`config.mk`:
```
export PLATFORM = sky130hd
export DESIGN_NAME = mem_port_arbiter_flat
export DESIGN_NICKNAME = d
export VERILOG_FILES = /design/src/rtl/mem_port_arbiter_if.sv /design/src/rtl/mem_port_arbiter.sv /design/src/flat_wrapper.sv
export SDC_FILE = /design/constraint.sdc
export NUM_CORES = 1
export LEC_CHECK = 0
export CAP_MARGIN = 10
export CORE_MARGIN = 4
export CORE_UTILIZATION = 40
export CTS_BUF_LIST = sky130_fd_sc_hd__clkbuf_16
export CTS_CLUSTER_DIAMETER = 60
export DETAILED_ROUTE_END_ITERATION = 10
export GPL_ROUTABILITY_DRIVEN = 0
export PLACE_DENSITY = 0.8
export SETUP_SLACK_MARGIN = 0.1
export SYNTH_ARGS = -nofsm -noshare
export SYNTH_HDL_FRONTEND = slang
export SYNTH_SLANG_ARGS = --single-unit
```
`constraint.sdc`:
```
create_clock -name clk_i -period 1.4 [get_ports clk_i]
set_input_delay 0.28 -clock clk_i [delete_from_list [all_inputs] [get_ports clk_i]]
set_output_delay 0.28 -clock clk_i [all_outputs]
set_load 0.01 [all_outputs]
```
`src/rtl/mem_port_arbiter_if.sv`:
```
// Bus bundle for mem_port_arbiter: fetch port, data port, backing-memory
// port and the pipeline stall flag. The slave modport is the arbiter's view;
// the master modport is the view of the CPU and memory around it.
interface mem_port_arbiter_if #(
  parameter int ADDR_W = 32,
  parameter int DATA_W = 32
);
  // Fetch port
  logic              if_req_i;
  logic [ADDR_W-1:0] if_addr_i;
  logic [DATA_W-1:0] if_rdata_o;
  logic              if_ack_o;
  // Data port
  logic              dm_req_i;
  logic              dm_we_i;
  logic [ADDR_W-1:0] dm_addr_i;
  logic [DATA_W-1:0] dm_wdata_i;
  logic [DATA_W-1:0] dm_rdata_o;
  logic              dm_ack_o;
  // Backing memory
  logic              mem_req_o;
  logic              mem_we_o;
  logic [ADDR_W-1:0] mem_addr_o;
  logic [DATA_W-1:0] mem_wdata_o;
  logic [DATA_W-1:0] mem_rdata_i;
  logic              mem_ack_i;
  // Pipeline freeze
  logic              stall_o;

  modport slave (
    input  if_req_i, if_addr_i,
    output if_rdata_o, if_ack_o,
    input  dm_req_i, dm_we_i, dm_addr_i, dm_wdata_i,
    output dm_rdata_o, dm_ack_o,
    output mem_req_o, mem_we_o, mem_addr_o, mem_wdata_o,
    input  mem_rdata_i, mem_ack_i,
    output stall_o
  );

  modport master (
    output if_req_i, if_addr_i,
    input  if_rdata_o, if_ack_o,
    output dm_req_i, dm_we_i, dm_addr_i, dm_wdata_i,
    input  dm_rdata_o, dm_ack_o,
    input  mem_req_o, mem_we_o, mem_addr_o, mem_wdata_o,
    output mem_rdata_i, mem_ack_i,
    input  stall_o
  );
endinterface

```
`src/rtl/mem_port_arbiter.sv`:
```
// mem_port_arbiter: shares one backing-memory port between an instruction
// fetch port and a data load/store port. One transaction at a time, walking
// IDLE -> BUSY -> RESP. Reset is synchronous and active-low.
// Optional feature: define MEM_ARB_RR_EN to alternate ties between the two
// ports (round robin); otherwise the data port always wins a tie.
module mem_port_arbiter #(
  parameter int ADDR_W = 32,
  parameter int DATA_W = 32
) (
  input  logic clk_i,
  input  logic rst_i,
  mem_port_arbiter_if.slave bus
);

  typedef enum logic [1:0] {IDLE, BUSY, RESP} state_t;

  state_t            r_state, w_state_next;
  logic              r_mem_req, w_mem_req_next;
  logic              r_mem_we, w_mem_we_next;
  logic [ADDR_W-1:0] r_mem_addr, w_mem_addr_next;
  logic [DATA_W-1:0] r_mem_wdata, w_mem_wdata_next;
  logic              r_grant_dm, w_grant_dm_next;
  logic              r_if_ack, w_if_ack_next;
  logic              r_dm_ack, w_dm_ack_next;
  logic [DATA_W-1:0] r_if_rdata, w_if_rdata_next;
  logic [DATA_W-1:0] r_dm_rdata, w_dm_rdata_next;
  logic              w_pick_dm;

`ifdef MEM_ARB_RR_EN
  // 1 when the most recent grant went to the data port; reset means fetch
  logic              r_last_dm, w_last_dm_next;

  // Data wins when it asks alone, or on a tie when fetch was granted last
  assign w_pick_dm = bus.dm_req_i & (~bus.if_req_i | ~r_last_dm);
`else
  // Data wins whenever it asks
  assign w_pick_dm = bus.dm_req_i;
`endif

  // State register
  always_ff @(posedge clk_i) begin
    if (!rst_i) r_state <= IDLE;
    else        r_state <= w_state_next;
  end

  // Next-state and next-datapath decode
  always_comb begin
    w_state_next     = r_state;
    w_mem_req_next   = r_mem_req;
    w_mem_we_next    = r_mem_we;
    w_mem_addr_next  = r_mem_addr;
    w_mem_wdata_next = r_mem_wdata;
    w_grant_dm_next  = r_grant_dm;
    w_if_ack_next    = 1'b0;
    w_dm_ack_next    = 1'b0;
    w_if_rdata_next  = r_if_rdata;
    w_dm_rdata_next  = r_dm_rdata;
`ifdef MEM_ARB_RR_EN
    w_last_dm_next   = r_last_dm;
`endif
    unique case (r_state)
      IDLE: begin
        if (bus.if_req_i | bus.dm_req_i) begin
          w_state_next     = BUSY;
          w_mem_req_next   = 1'b1;
          w_grant_dm_next  = w_pick_dm;
          w_mem_we_next    = w_pick_dm & bus.dm_we_i;
          w_mem_addr_next  = w_pick_dm ? bus.dm_addr_i : bus.if_addr_i;
          w_mem_wdata_next = w_pick_dm ? bus.dm_wdata_i : '0;
`ifdef MEM_ARB_RR_EN
          w_last_dm_next   = w_pick_dm;
`endif
        end
      end
      BUSY: begin
        // Request fields stay frozen until memory acknowledges
        if (bus.mem_ack_i) begin
          w_state_next   = RESP;
          w_mem_req_next = 1'b0;
          if (r_grant_dm) begin
            w_dm_ack_next = 1'b1;
            if (!r_mem_we) w_dm_rdata_next = bus.mem_rdata_i;
          end else begin
            w_if_ack_next   = 1'b1;
            w_if_rdata_next = bus.mem_rdata_i;
          end
        end
      end
      RESP: begin
        // Ack is visible this cycle; requests are not looked at here
        w_state_next = IDLE;
      end
      default: w_state_next = IDLE;
    endcase
  end

  // Datapath registers; reset drops any in-flight transaction silently
  always_ff @(posedge clk_i) begin
    if (!rst_i) begin
      r_mem_req   <= 1'b0;
      r_mem_we    <= 1'b0;
      r_mem_addr  <= '0;
      r_mem_wdata <= '0;
      r_grant_dm  <= 1'b0;
      r_if_ack    <= 1'b0;
      r_dm_ack    <= 1'b0;
      r_if_rdata  <= '0;
      r_dm_rdata  <= '0;
`ifdef MEM_ARB_RR_EN
      r_last_dm   <= 1'b0;
`endif
    end else begin
      r_mem_req   <= w_mem_req_next;
      r_mem_we    <= w_mem_we_next;
      r_mem_addr  <= w_mem_addr_next;
      r_mem_wdata <= w_mem_wdata_next;
      r_grant_dm  <= w_grant_dm_next;
      r_if_ack    <= w_if_ack_next;
      r_dm_ack    <= w_dm_ack_next;
      r_if_rdata  <= w_if_rdata_next;
      r_dm_rdata  <= w_dm_rdata_next;
`ifdef MEM_ARB_RR_EN
      r_last_dm   <= w_last_dm_next;
`endif
    end
  end

  assign bus.mem_req_o   = r_mem_req;
  assign bus.mem_we_o    = r_mem_we;
  assign bus.mem_addr_o  = r_mem_addr;
  assign bus.mem_wdata_o = r_mem_wdata;
  assign bus.if_ack_o    = r_if_ack;
  assign bus.dm_ack_o    = r_dm_ack;
  assign bus.if_rdata_o  = r_if_rdata;
  assign bus.dm_rdata_o  = r_dm_rdata;

  // Freeze the pipeline while a port is asking and has not been answered
  assign bus.stall_o = (bus.if_req_i & ~r_if_ack) | (bus.dm_req_i & ~r_dm_ack);

endmodule

```
`src/flat_wrapper.sv`:
```
// flat-port wrapper written by rule: the top's interface ports become plain ports
module mem_port_arbiter_flat 
#(
  parameter int ADDR_W = 32,
  parameter int DATA_W = 32
)
  (clk_i, rst_i, bus_if_req_i, bus_if_addr_i, bus_if_rdata_o, bus_if_ack_o, bus_dm_req_i, bus_dm_we_i, bus_dm_addr_i, bus_dm_wdata_i, bus_dm_rdata_o, bus_dm_ack_o, bus_mem_req_o, bus_mem_we_o, bus_mem_addr_o, bus_mem_wdata_o, bus_mem_rdata_i, bus_mem_ack_i, bus_stall_o);
  mem_port_arbiter_if #(.ADDR_W(ADDR_W), .DATA_W(DATA_W)) bus_i ();
  input  logic clk_i;
  input  logic rst_i;
  input wire logic [$bits(bus_i.if_req_i)-1:0] bus_if_req_i;
  input wire logic [$bits(bus_i.if_addr_i)-1:0] bus_if_addr_i;
  output wire logic [$bits(bus_i.if_rdata_o)-1:0] bus_if_rdata_o;
  output wire logic [$bits(bus_i.if_ack_o)-1:0] bus_if_ack_o;
  input wire logic [$bits(bus_i.dm_req_i)-1:0] bus_dm_req_i;
  input wire logic [$bits(bus_i.dm_we_i)-1:0] bus_dm_we_i;
  input wire logic [$bits(bus_i.dm_addr_i)-1:0] bus_dm_addr_i;
  input wire logic [$bits(bus_i.dm_wdata_i)-1:0] bus_dm_wdata_i;
  output wire logic [$bits(bus_i.dm_rdata_o)-1:0] bus_dm_rdata_o;
  output wire logic [$bits(bus_i.dm_ack_o)-1:0] bus_dm_ack_o;
  output wire logic [$bits(bus_i.mem_req_o)-1:0] bus_mem_req_o;
  output wire logic [$bits(bus_i.mem_we_o)-1:0] bus_mem_we_o;
  output wire logic [$bits(bus_i.mem_addr_o)-1:0] bus_mem_addr_o;
  output wire logic [$bits(bus_i.mem_wdata_o)-1:0] bus_mem_wdata_o;
  input wire logic [$bits(bus_i.mem_rdata_i)-1:0] bus_mem_rdata_i;
  input wire logic [$bits(bus_i.mem_ack_i)-1:0] bus_mem_ack_i;
  output wire logic [$bits(bus_i.stall_o)-1:0] bus_stall_o;
  assign bus_i.if_req_i = bus_if_req_i;
  assign bus_i.if_addr_i = bus_if_addr_i;
  assign bus_if_rdata_o = bus_i.if_rdata_o;
  assign bus_if_ack_o = bus_i.if_ack_o;
  assign bus_i.dm_req_i = bus_dm_req_i;
  assign bus_i.dm_we_i = bus_dm_we_i;
  assign bus_i.dm_addr_i = bus_dm_addr_i;
  assign bus_i.dm_wdata_i = bus_dm_wdata_i;
  assign bus_dm_rdata_o = bus_i.dm_rdata_o;
  assign bus_dm_ack_o = bus_i.dm_ack_o;
  assign bus_mem_req_o = bus_i.mem_req_o;
  assign bus_mem_we_o = bus_i.mem_we_o;
  assign bus_mem_addr_o = bus_i.mem_addr_o;
  assign bus_mem_wdata_o = bus_i.mem_wdata_o;
  assign bus_i.mem_rdata_i = bus_mem_rdata_i;
  assign bus_i.mem_ack_i = bus_mem_ack_i;
  assign bus_stall_o = bus_i.stall_o;
  mem_port_arbiter #(.ADDR_W(ADDR_W), .DATA_W(DATA_W)) u_core (.clk_i(clk_i), .rst_i(rst_i), .bus(bus_i));
endmodule
```
==> flow_summary.yaml <==
worst_setup_path:
  worst_setup_path_end_kind: "flip-flop"
  start_kind: "flip-flop"
  ff2ff_path_depth: 6
  crit_path_end: "u_core.bus.dm_rdata_o[9]"
  startpoint: "u_core.r_state[1]"
  cp_max_fo: 8
  reg2reg_from: "u_core.r_state[1]"
  rrSetupSlack_ns: -0.16
  crit_type: "flip-flop to flip-flop"
  crit-reg2reg-capture: "u_core.bus.dm_rdata_o[9]"
  worst_ep_required_time_ns: 1.72
  critPathArrivalTime_ns: 1.88
logic_synthesis:
  synth_cell_types: 31
  synth.area.top_cells: "dfxtp_1 51%, mux2i_1 12%, nand2_1 7.0%, a21oi_1 6.3%, o21ai_0 6.1%"
  synth_top_area_share_pct: 51.5
  synth_flop_cell: "dfxtp_1"
  synthCells: 566
  yosysWarnings: 0
  syn_area_mm2: 0.00525
  yosysTopAreaCell: "dfxtp_1"
  syn-num-nets: 700
  synth-edff-count: 0
  yosysSeqAreaShare_pct: 51.5
  ys_seq_elements: 135
  syn_area_per_cell_um2: 9.28
  async_flop_share_pct: 0
status:
  status: "complete, but fails checks"
  violations: "setup timing"
detailed_routing:
  dr.pass1.iters: 4
  dr_total_vias: 5256
  wl_per_cell_um: 17.7
  vias_per_cell: 5.15
  ant_nets: 0
  drcViolationCount: 0
  dr.first_iter.drc_count: 380
  wl_um: 18000
die:
  fp.dieH_um: 123
  initial_core_util_pct: 41.3
  fp.dieW_um: 123
  coreArea_mm2: 0.0127
  core.rowCount: 41
  io_pins: 267
  dieArea_mm2: 0.0150
timing:
  fin_skew_ns: 0.0101
  fmaxAchievable_mhz: 641
  slew_violations: 0
  worst_pin_slew_ns: 0.523
  rsz0062_at_grt: "yes"
  setup-violations-final: 53
  period_share_pct: 111
  setup_tns_ns: -3.33
  whs_ns: 0.204
  hold_viol_final: 0
  maxSlewHeadroom_pct: 65.1
  period_needed_ns: 1.56
  finalWorstSetupSlack_ns: -0.159
worst_hold_path:
  hp-start: "rst_i"
  hp-class: "input port to flip-flop"
global_routing:
  grt_use_total_pct: 22.0
  antenna_found_initial: 0
  grt_pass1_vias: 5237
  grt_pass1_wl_um: 26000
  grt_max_degree: 66
  grt.overflow.total: 0
finish:
  fin_nets: 970
  diodes: 0
  utilization_pct: 68.3
  fillers: 1009
  drive_above_1_share_pct: 25.6
  syn2layout_area_growth_pct: 65.5
clock_tree:
  cts_buffer_depth: 2
  htreeDepth: 4
  cts.sinks: 135
  clkSlewWorstSetupHoldPaths_ns: 0.06
  holdBufCountCts: 0
  root_buffer: "clkbuf_16"
  numCtsBuffers: 17
  clkLatencyLatePin_ns: 0.40
  cts_tree: "built"
pwr:
  leakagePower_nw: 3.52
  power.density_mw_per_mm2: 1220
  irDropWorstVdd_mv: 0.752
  power.total_w: 0.0106
placed_design:
  hpwl_um: 12300
  port_buffers: 266
flow_run:
  cap_violations: 0
## repair_timing
item                       in CTS  in global routing
cloned                          2                  7
resized for setup             287                168
pin swaps                       3                 12
buffers inserted                5                  3
setup endpoints to repair     208                186
## registers in the layout, summed over array words and instances (netlist names), 2 cells and up
register                count
u_core.bus.dm_rdata_o      32
u_core.bus.if_rdata_o      32
u_core.bus.mem_addr_o      32
u_core.bus.mem_wdata_o     32
u_core.r_state              2
## logic make-up (layout without fill, tap and decap cells)
logic type	after synthesis	after routing	share of synthesized area, %
multiplexers	64	64	12.2
flip-flops	135	135	51.5
buffers and inverters	56	338	5.86
AND/OR/NAND/NOR	144	145	12.1
AO/OA/AOI/OAI	167	167	18.3
## cell usage after synthesis (2+ instances only)
cell type / n
dfxtp_1: 135
nand2_1: 98
a21oi_1: 66
mux2i_1: 64
o21ai_0: 64
nand3_1: 32
a211oi_1: 24
buf_2: 23
clkbuf_1: 21
a211oi_2: 8
nor2_1: 4
buf_12: 3
buf_4: 3
inv_1: 2
o21ai_1: 2
or2_1: 2
## worst max-delay path, stage by stage, from the launching register on
cell       delay, ns
dfxtp_2         0.32
buf_6           0.11
nand3b_1        0.21
nor3b_4         0.27
buf_6           0.16
clkbuf_16       0.17
mux2i_1         0.23
## how the worst min path moves through the flow
stage          cells after the start  slack, ns                         to
5_1_grt                            2       0.19          u_core.r_state[0]
3_5_place_dp                       2       0.45   u_core.bus.dm_rdata_o[7]
3_3_place_gp                       2       0.44   u_core.bus.dm_rdata_o[8]
4_1_cts                            2       0.19          u_core.r_state[0]
6_report                           2       0.20          u_core.r_state[0]
2_1_floorplan                      2       0.42  u_core.bus.mem_wdata_o[0]
## through the flow
step	instance area, um2	setup slack, ns	instances
6_report	8690	-0.159	1021
5_1_grt	8690	-0.190	1021
4_1_cts	8840	-0.0908	1011
3_5_place_dp	8080	-0.533	972
3_3_place_gp	8080	-0.540	972
2_1_floorplan	5250	0.100	566
## power by group
part,internal [W],leakage (nW),switching (W)
logic,0.000931,2.12,0.000866
clock network,0.00296,0.293,0.00166
registers,0.00408,1.11,0.000129
total,0.00797,3.52,0.00265
## placed cells by master, fill, tap and decap left out, types with 3 or more instances in the layout
master,instances
a21oi_1,66
buf_6,10
o21ai_0,38
buf_2,14
clkdlybuf4s50_1,130
clkinvlp_4,3
o21ai_1,23
o21ai_2,5
nand2_1,98
nand3_2,7
a211oi_1,21
bufinv_16,4
clkinv_1,3
dfxtp_2,11
mux2i_1,64
nor2_1,3
nand3_1,24
clkdlybuf4s15_1,27
a211oi_2,11
buf_4,10
dfxtp_1,124
clkdlybuf4s15_2,13
clkbuf_2,80
buf_12,11
clkbuf_16,22
inv_1,3
## metal layers
metal | GRT usage, % | wire length, um | vias to the layer above
met1 | 24.5 | 6890 | 2450
met5 | 0 | 0 | -
met3 | 7.88 | 1670 | 27
li1 | - | - | 2529
met2 | 38.6 | 9080 | 250
met4 | 7.98 | 376 | 0
## cell type report
| class | instances | area, um2 | share of cell area, % |
|---|---|---|---|
| Clock buffer | 17 | 425 | 4.90 |
| Clock inverter | 15 | 185 | 2.13 |
| Inverter | 3 | 11.3 | 0.130 |
| Multi-Input combinational cell | 376 | 2360 | 27.2 |
| Sequential cell | 135 | 2720 | 31.3 |
| Tap cell | 172 | 215 | 2.48 |
| Timing Repair Buffer | 303 | 2770 | 31.9 |
Note: power is estimated with default switching activity, not from simulation.
